<file path="src/rtl/cpu_isa_pkg.sv">
// Shared ISA definitions: opcodes, instruction formats, field slot positions
// and the opcode-to-format map used by both the decoder and the loader.
package cpu_isa_pkg;

    localparam logic [3:0] OP_RTYPE = 4'b0001;
    localparam logic [3:0] OP_ITYPE = 4'b0010;
    localparam logic [3:0] OP_JMP   = 4'b0011;
    localparam logic [3:0] OP_BR    = 4'b0100;
    localparam logic [3:0] OP_LD    = 4'b0101;
    localparam logic [3:0] OP_ST    = 4'b0110;
    localparam logic [3:0] OP_CALL  = 4'b0111;
    localparam logic [3:0] OP_RET   = 4'b1000;
    localparam logic [3:0] OP_1001  = 4'b1001;
    localparam logic [3:0] OP_1010  = 4'b1010;
    localparam logic [3:0] OP_1011  = 4'b1011;

    typedef enum logic [1:0] {
        FMT_R = 2'b00,
        FMT_I = 2'b01,
        FMT_J = 2'b10,
        FMT_B = 2'b11
    } fmt_e;

    // Nibble slots of the 16-bit word, most significant first.
    localparam int F_OP_LSB = 12;
    localparam int F_A_LSB  = 8;
    localparam int F_B_LSB  = 4;
    localparam int F_C_LSB  = 0;

    typedef enum logic [1:0] {
        ST_IDLE = 2'b00,
        ST_LOAD = 2'b01,
        ST_LAST = 2'b10,
        ST_DONE = 2'b11
    } ld_state_e;

    function automatic fmt_e fmt_of(input logic [3:0] op);
        fmt_e f;
        case (op)
            OP_ITYPE:                f = FMT_I;
            OP_JMP, OP_CALL, OP_RET: f = FMT_J;
            OP_BR:                   f = FMT_B;
            default:                 f = FMT_R;
        endcase
        return f;
    endfunction

    function automatic logic op_listed(input logic [3:0] op);
        logic ok;
        case (op)
            OP_RTYPE, OP_ITYPE, OP_JMP, OP_BR, OP_LD, OP_ST,
            OP_CALL, OP_RET, OP_1001, OP_1010, OP_1011: ok = 1'b1;
            default:                                    ok = 1'b0;
        endcase
        return ok;
    endfunction

endpackage

</file>
<file path="src/rtl/instr_field_pack.sv">
// Combinational packer: selects the format from the opcode and assembles the
// 16-bit instruction word; unlisted opcodes are packed as R format.
module instr_field_pack
    import cpu_isa_pkg::*;
(
    input  logic [3:0]  opcode_i,
    input  logic [3:0]  rd_i,
    input  logic [3:0]  rs1_i,
    input  logic [3:0]  rs2_i,
    input  logic [11:0] imm_i,
    output logic [15:0] word_o,
    output logic [1:0]  fmt_o,
    output logic        illegal_o
);

    fmt_e fmt;

    always_comb begin
        fmt    = fmt_of(opcode_i);
        word_o = '0;
        word_o[F_OP_LSB +: 4] = opcode_i;
        case (fmt)
            FMT_I: begin
                word_o[F_A_LSB +: 4] = rd_i;
                word_o[F_B_LSB +: 4] = rs1_i;
                word_o[F_C_LSB +: 4] = imm_i[3:0];
            end
            FMT_J: begin
                word_o[F_C_LSB +: 12] = imm_i;
            end
            FMT_B: begin
                word_o[F_A_LSB +: 4] = rs1_i;
                word_o[F_B_LSB +: 4] = rs2_i;
                word_o[F_C_LSB +: 4] = imm_i[3:0];
            end
            default: begin
                word_o[F_A_LSB +: 4] = rd_i;
                word_o[F_B_LSB +: 4] = rs1_i;
                word_o[F_C_LSB +: 4] = rs2_i;
            end
        endcase
        fmt_o     = fmt;
        illegal_o = ~op_listed(opcode_i);
    end

endmodule

</file>
<file path="src/rtl/instr_encode_loader.sv">
// Program/boot loader: packs streamed instruction fields and writes them to
// consecutive imem addresses. Define ENCODE_OPCODE_CHECK_EN for the sticky err flag.
module instr_encode_loader
    import cpu_isa_pkg::*;
#(
    parameter int IW = 16,
    parameter int AW = 8
) (
    input  logic          clk,
    input  logic          rst_n,
    input  logic          start,
    input  logic [AW-1:0] base_addr,
    input  logic [AW:0]   num_instr,
    input  logic          in_valid,
    output logic          in_ready,
    input  logic [3:0]    in_opcode,
    input  logic [3:0]    in_rd,
    input  logic [3:0]    in_rs1,
    input  logic [3:0]    in_rs2,
    input  logic [11:0]   in_imm,
    output logic          imem_we,
    output logic [AW-1:0] imem_addr,
    output logic [IW-1:0] imem_wdata,
    output logic          busy,
    output logic          done,
    output logic          err
);

    localparam logic [AW-1:0] PTR_ONE = 1;
    localparam logic [AW:0]   REM_ONE = 1;

    ld_state_e     state_q, state_d;
    logic [AW-1:0] ptr_q, ptr_d;
    logic [AW:0]   rem_q, rem_d;
    logic          we_q, we_d;
    logic [AW-1:0] addr_q, addr_d;
    logic [IW-1:0] wdata_q, wdata_d;
    logic [15:0]   pack_word;
    logic [1:0]    pack_fmt_unused;
    logic          hs;
`ifdef ENCODE_OPCODE_CHECK_EN
    logic          pack_illegal;
`else
    logic          pack_illegal_unused;
`endif

    instr_field_pack u_pack (
        .opcode_i  (in_opcode),
        .rd_i      (in_rd),
        .rs1_i     (in_rs1),
        .rs2_i     (in_rs2),
        .imm_i     (in_imm),
        .word_o    (pack_word),
        .fmt_o     (pack_fmt_unused),
`ifdef ENCODE_OPCODE_CHECK_EN
        .illegal_o (pack_illegal)
`else
        .illegal_o (pack_illegal_unused)
`endif
    );

    assign hs = in_valid && (state_q == ST_LOAD);

    always_comb begin
        state_d  = state_q;
        ptr_d    = ptr_q;
        rem_d    = rem_q;
        we_d     = 1'b0;
        addr_d   = addr_q;
        wdata_d  = wdata_q;
        in_ready = 1'b0;
        done     = 1'b0;
        case (state_q)
            ST_IDLE: begin
                if (start) begin
                    ptr_d   = base_addr;
                    rem_d   = num_instr;
                    state_d = (num_instr != '0) ? ST_LOAD : ST_DONE;
                end
            end
            ST_LOAD: begin
                in_ready = 1'b1;
                if (hs) begin
                    we_d    = 1'b1;
                    addr_d  = ptr_q;
                    wdata_d = pack_word;
                    ptr_d   = ptr_q + PTR_ONE;
                    rem_d   = rem_q - REM_ONE;
                    if (rem_q == REM_ONE) state_d = ST_LAST;
                end
            end
            // The final write registered in LOAD is on the outputs here.
            ST_LAST: state_d = ST_DONE;
            ST_DONE: begin
                done    = 1'b1;
                state_d = ST_IDLE;
            end
            default: state_d = ST_IDLE;
        endcase
    end

    always_ff @(posedge clk or negedge rst_n) begin
        if (!rst_n) begin
            state_q <= ST_IDLE;
            ptr_q   <= '0;
            rem_q   <= '0;
            we_q    <= 1'b0;
            addr_q  <= '0;
            wdata_q <= '0;
        end else begin
            state_q <= state_d;
            ptr_q   <= ptr_d;
            rem_q   <= rem_d;
            we_q    <= we_d;
            addr_q  <= addr_d;
            wdata_q <= wdata_d;
        end
    end

    assign imem_we    = we_q;
    assign imem_addr  = addr_q;
    assign imem_wdata = wdata_q;
    assign busy       = (state_q != ST_IDLE);

`ifdef ENCODE_OPCODE_CHECK_EN
    logic err_q, err_d;

    always_comb begin
        err_d = err_q;
        if (state_q == ST_IDLE && start) err_d = 1'b0;
        else if (hs && pack_illegal)     err_d = 1'b1;
    end

    always_ff @(posedge clk or negedge rst_n) begin
        if (!rst_n) err_q <= 1'b0;
        else        err_q <= err_d;
    end

    assign err = err_q;
`else
    assign err = 1'b0;
`endif

endmodule
</file>
<file path="config.mk">
export PLATFORM = sky130hd
export DESIGN_NAME = instr_encode_loader
export DESIGN_NICKNAME = d
export VERILOG_FILES = /design/src/rtl/cpu_isa_pkg.sv /design/src/rtl/instr_field_pack.sv /design/src/rtl/instr_encode_loader.sv
export SDC_FILE = /design/constraint.sdc
export NUM_CORES = 1
export LEC_CHECK = 0
export CORE_ASPECT_RATIO = 0.75
export CORE_MARGIN = 2
export CORE_UTILIZATION = 44
export CTS_CLUSTER_SIZE = 12
export DETAILED_ROUTE_END_ITERATION = 8
export GPL_TIMING_DRIVEN = 0
export PLACE_DENSITY = 0.73
export SETUP_SLACK_MARGIN = 0.4
export SLEW_MARGIN = 20
export SYNTH_ARGS = -nofsm -noshare
export SYNTH_HDL_FRONTEND = slang
export SYNTH_SLANG_ARGS = --single-unit
</file>
<file path="constraint.sdc">
create_clock -name clk -period 3.4 [get_ports clk]
set_clock_uncertainty 0.1 [all_clocks]
set_input_delay 0.68 -clock clk [delete_from_list [all_inputs] [get_ports clk]]
set_output_delay 0.68 -clock clk [all_outputs]
set_load 0.03 [all_outputs]
</file>
## After elaboration in Yosys (flattened, before gate mapping)

Cells that the tools add are included.

| storage, ports and cells | value |
|---|---|
| flip-flop bits (word level) | 44 |
| bits in latches | 0 |
| RAM bits | 0 |
| ROM bits | 0 |
| output and inout port bits | 29 |
| memories | 0 |

| cells by class | value |
|---|---|
| add/subtract/negate cells | 2 |
| $mul | 0 |
| divide/modulo/power cells | 0 |
| $lt $le $gt $ge | 0 |
| eq/ne operators | 15 |
| shifts and indexed selects | 0 |
| mux-type cells | 17 |
| bitwise logic cells | 0 |
| reductions and logical operators | 9 |

Operators with widths:

| operator | count |
|---|---|
| $pmux 12 s3 | 1 |
| $mux 9 | 2 |
| $pmux 9 s2 | 1 |
| $mux 8 | 2 |
| $pmux 8 s2 | 1 |
| $eq 9x1->1 const B | 1 |
| $reduce_bool 9->1 | 1 |
| $sub 9x1->9 const B | 1 |
| $add 8x1->8 const B | 1 |
| $eq 2x2->1 const B | 4 |
| $eq 4x2->1 const B | 2 |
| $eq 4x3->1 const B | 2 |
| $mux 2 | 4 |
| $pmux 2 s4 | 1 |
| $pmux 2 s3 | 1 |
| $reduce_and 3->1 | 2 |
| $eq 2x1->1 const B | 2 |
| $eq 4x4->1 const B | 1 |
| $mux 1 | 4 |
| $ne 2x2->1 const B | 2 |
| $reduce_bool 2->1 | 2 |
| $reduce_or 3->1 | 1 |
| $logic_not 2->1 | 1 |
| $ne 2x1->1 const B | 1 |
| other kinds (2) | 2 |

## Longest topological paths before layout

| logic depth | value |
|---|---|
| depth after elaboration | 5 |
| gate-level depth with buffers | 8 |
| gate-level depth less buffers | 7 |

## By module

From an unflattened synthesis, not the netlist that was laid out.

| unflattened totals | value |
|---|---|
| cell total of the unflattened synthesis | 247 |
| area total of the unflattened synthesis | 2580.0 sq um |

By module, submodules not included:

| module | times used | cells an instance | area an instance (sq um) | sequential area each (sq um) |
|---|---|---|---|---|
| instr_encode_loader | 1 | 205 | 2209.6 | 1101.1 |
| instr_field_pack | 1 | 42 | 370.4 | 0.0 |

## Worst setup path before layout

Ideal clock, no wire load.

| timing | value |
|---|---|
| path type | register to register |
| start | register state_q[1] |
| end | register rem_q[7] |
| data arrival time | 1.953 ns |
| data required time | 3.220 ns |
| slack | 1.266 ns |
| cell stages (with the launch flop) | 9 |
| path through | dfrtp_1 -> inv_1 -> ha_1 -> buf_6 -> mux2_4 -> and2_4 -> buf_6 -> and4_1 -> nor3_2 |

| on the way | value |
|---|---|
| word-level cells in the longest chain between the ends | 4 |
| elaborated cells on any way between the ends | 8 |
| those cells by class | eq/ne: 3; mux: 1; reduce/logical: 4 |

Ends and longest elaborated chain:

| item | RTL line | text |
|---|---|---|
| start: declaration | instr_encode_loader.sv:32 | `ld_state_e state_q, state_d;` |
| start signal: assignment | instr_encode_loader.sv:111 | `state_q <= state_d;` |
| $eq 2x1->1 | instr_encode_loader.sv:62, instr_encode_loader.sv:73 |  |
| $logic_and 1x1->1 | instr_encode_loader.sv:62 | `assign hs = in_valid && (state_q == ST_LOAD);` |
| $ne 2x2->1 (no source line) | -- |  |
| $reduce_and 3->1 (no source line) | -- |  |
| end signal: assignment | instr_encode_loader.sv:113 | `rem_q <= rem_d;` |
| end: declaration | instr_encode_loader.sv:34 | `logic [AW:0] rem_q, rem_d;` |

Several ways; a longest one is shown, not always the timed one.
A chain may end at the register's enable or synchronous reset.

## Final worst setup path

| timing | value |
|---|---|
| start | register state_q[0] |
| end | output port busy |

| on the way | value |
|---|---|
| word-level cells in the longest chain between the ends | 1 |

Ends and longest elaborated chain:

| item | RTL line | text |
|---|---|---|
| $reduce_bool 2->1 | instr_encode_loader.sv:123 | `assign busy = (state_q != ST_IDLE);` |
| end: declaration | instr_encode_loader.sv:24 | `output logic busy,` |

No other way between the ends.

==> key figures <==
Routing
  • DRC: 0
  • Via count: 2592
  • Routed WL per cell: approximately 16 um
  • DRT Pass-1 Iters: 5
  • 1st-iter DRT viols: 178
  • Routed vias/inst: 5.586
  • Total wire length: slightly above 7000 um
  • Post-route ant nets: 0

Power
  • Gate power share: 56.9%
  • NetSw: 1.434 mW
  • Flop pwr share: between 30% and 40%
  • Cell Pwr Density: 880.7 nW/um2
  • Peak supply drop: 528.8 uV
  • Leakage power: 1.506 nW
  • Sw Ratio: 45.67%
  • Pint: 1.706 mW
  • Clock network fraction of total power: between 10% and 20%

Global routing
  • Grt total ovfl: 0
  • Wire length of the first global-routing pass: 11710 um
  • GR Util met2: a little under a third
  • Number of global-route vias before repair: between 2000 and 2500
  • Global Route Usage Sum: 22.46%
  • Largest net degree at the start of global routing: 25
  • Grt peak-use layer: met1
  • M3 GR Usage: 3.727%
  • GR Layer Usage met1: 35.41%
  • Initial antenna violation count: 0

Synth
  • Ranking of synthesized cells by area: dfrtp_1 (42%), nand2_1 (9.1%), o21ai_0 (4.2%)
  • Post-Synthesis Mean Instance Area: approximately 8.6 um2
  • Most common cell in the netlist: nand2_1
  • Post-synthesis instance total: 302
  • Synth Warn #: 0
  • Top cells by count, synth: nand2_1 (63), dfrtp_1 (44), o21ai_0 (22)
  • Count of cell types in the netlist: 56
  • Seq/Total Area, Yosys: between 40% and 50%
  • Ys async rst share: 100.0%
  • Post-synth EDFFs: 0
  • Syn Std Cell Area: 2608 um2
  • Yosys top cell area share: 42.23%
  • Area leader, netlist: dfrtp_1
  • Synth Register Bits: 44
  • Syn Nets: 359
  • Synth Flop Type: dfrtp_1

CTS
  • Clock Latency Late Sink: 0.30 ns
  • Post-CTS setup buffer count: 0
  • TritonCTS Sinks: 44
  • Max Root-Sink Buffers: 2
  • Reg clk slew, reported paths: 0.09 ns
  • CTS Root Cell: clkbuf_8
  • CTS Buf Count: 5
  • H-tree depth: 2
  • Post_cts resized: 0
  • CTS tree: yes
  • # hold bufs at CTS: 0

Critical path
  • Critical Path End Type: output pin
  • CP dominant cell by count: inv_1
  • Worst Path Required: 2.62 ns
  • CP top delay family: buffers and inverters
  • Crit Reg-Reg Endpoint: imem_wdata[2]
  • WP data arrival: around 1.8 ns
  • Setup CP Type: reg2out
  • Crit-path max cell delay: around 0.66 ns
  • Crit path max fanout: 5
  • CP max stage cell: clkdlybuf4s50_1
  • R2R depth: 8
  • Buffers and inverters on the worst path: 3
  • Reg2reg start: state_q[1]
  • Flop2flop setup slack: between 1 and 1.5 ns
  • Crit-path cells: inv_1 -> ha_1 -> inv_1 -> clkdlybuf4s50_1
  • Critical path launch point type: flip-flop

Run
  • Max Cap Viol: 0

Timing
  • Fin crit share: 75.21%
  • Slew @ Worst Pin: between 0.6 and 0.7 ns
  • Peak Freq: between 0.3 and 0.4 GHz
  • RSZ-0062 raised after global routing: false
  • Final setup viols: 0
  • TNS Setup: 0 ns
  • Max Slew Vio Count: 0
  • Final worst slack: 0.8427 ns
  • Tmin final: 2.557 ns
  • Final Hold Viols: 0
  • Slew headroom: 59.50%

Placement
  • HPWL after DPL: roughly 5300 um
  • I/O Buffers: 75
  • RePlAce Congestion: 0.8981
  • Pre-CTS setup slack: approximately 0.75 ns
  • Placed Cells: between 400 and 500

Run status
  • Outcome: completed

Die
  • Core footprint: 5766 um2
  • Die Wd: 92.89 um
  • Total die area: about 6600 um2
  • # rows: 24
  • Io pins: 78
  • Die H: ~71 um
  • Initial Utilization: 45.23%

Cells and area
  • Fillers: around 530
  • Layout cells sized above 1: between 6 and 7%
  • Layout Area Growth over Synthesis: 36.71%
  • Nets: 442
  • Fin cells: between 400 and 500
  • Fin util: 61.83%
  • N_diodes: 0

Hold path
  • Hold WC Path Type: in2async
## power groups by stage
stage | Clock (mW) | Combinational [mW] | Sequential (mW)
after floorplan | 0 | 0.895 | 1.24
after global placement | 0 | 1.75 | 0.999
after detailed placement | 0 | 1.78 | 1.01
after CTS | 0.357 | 1.79 | 1.00
after global routing | 0.382 | 1.95 | 1.04
final | 0.347 | 1.79 | 1.01
## through the flow
step / total power, mW / hold slack [ns] / instance area (um2)
2_1_floorplan: 2.139 / 0.2844 / 2608
3_3_place_gp: 2.747 / 0.3587 / 3456
3_5_place_dp: 2.793 / 0.3615 / 3471
4_1_cts: 3.148 / 0.2682 / 3565
5_1_grt: 3.369 / 0.2819 / 3565
6_report: 3.140 / 0.2483 / 3565
## per-layer routing
layer	part of all wire [%]	routed length [um]
met4	1.2	84
met2	45	3214
met5	0	0
met1	50	3566
met3	4.6	333
## how the worst max path moves through the flow
stage	start	end	slack (ns)	depth (start not counted)
detailed placement	in_opcode[1]	imem_wdata[3]	0.75	5
global route	state_q[0]	busy	0.74	4
floorplan	state_q[1]	rem_q[7]	1.27	8
CTS	state_q[0]	busy	0.83	4
finish	state_q[0]	busy	0.84	4
global placement	rst_n	imem_wdata[8]	0.27	1
## worst reg2reg max path, cell delays in order, from the launching register on
cell       delay [ns]
dfrtp_1          0.40
inv_1            0.12
ha_1             0.19
buf_6            0.15
nand2_1          0.24
inv_2            0.23
clkbuf_1         0.45
o2111ai_1        0.20
nand3_1          0.12
## registers in the layout, summed over array words and instances (netlist names)
signal	count
rem_q	9
imem_we	1
imem_addr	8
ptr_q	8
state_q	2
imem_wdata	16
## cell families after synthesis
| logic type | after synthesis | share of synthesized area [%] |
|---|---|---|
| AOI/OAI and AO/OA | 74 | 18.62 |
| xor gates and xnor gates | 2 | 0.6719 |
| adders and majority gates | 8 | 3.839 |
| buffers and inverters | 28 | 4.942 |
| DFF | 44 | 42.23 |
| muxes | 7 | 2.975 |
| other | 1 | 0.1438 |
| and+or+nand+nor | 138 | 26.58 |
## placed cells by master (no fill, tap or decap), drive strengths merged, types with 2 or more instances in the layout
master,netlist,routed
mux2,3,3
inv,10,10
or3,3,3
o2111ai,3,3
a221oi,8,8
o22ai,6,6
clkbuf,9,16
a21o,2,2
mux2i,4,4
or4,2,2
dfrtp,44,44
nand2b,2,2
nor2,18,18
nand3b,9,9
a22o,2,2
nor3,6,6
and4,2,2
ha,8,8
o21ai,22,22
a2bb2oi,5,5
nand4b,2,2
nand3,11,11
nand4,5,5
nor4,4,4
a22oi,2,2
nand2,64,64
buf,9,11
nor2b,3,3
clkdlybuf4s50,0,74
a21oi,17,17
## layout make-up
class / instances / area (um2) / share of cell area (%)
Buffer: 18 / 91.34 / 2.562
Clock buffer: 7 / 86.33 / 2.422
Clock inverter: 1 / 7.507 / 0.2106
Inverter: 10 / 37.54 / 1.053
Multi-Input combinational cell: 230 / 1378 / 38.65
Sequential cell: 44 / 1101 / 30.89
Tap cell: 78 / 97.59 / 2.738
Timing Repair Buffer: 76 / 765.7 / 21.48
Power figures use the tool's default switching activity.
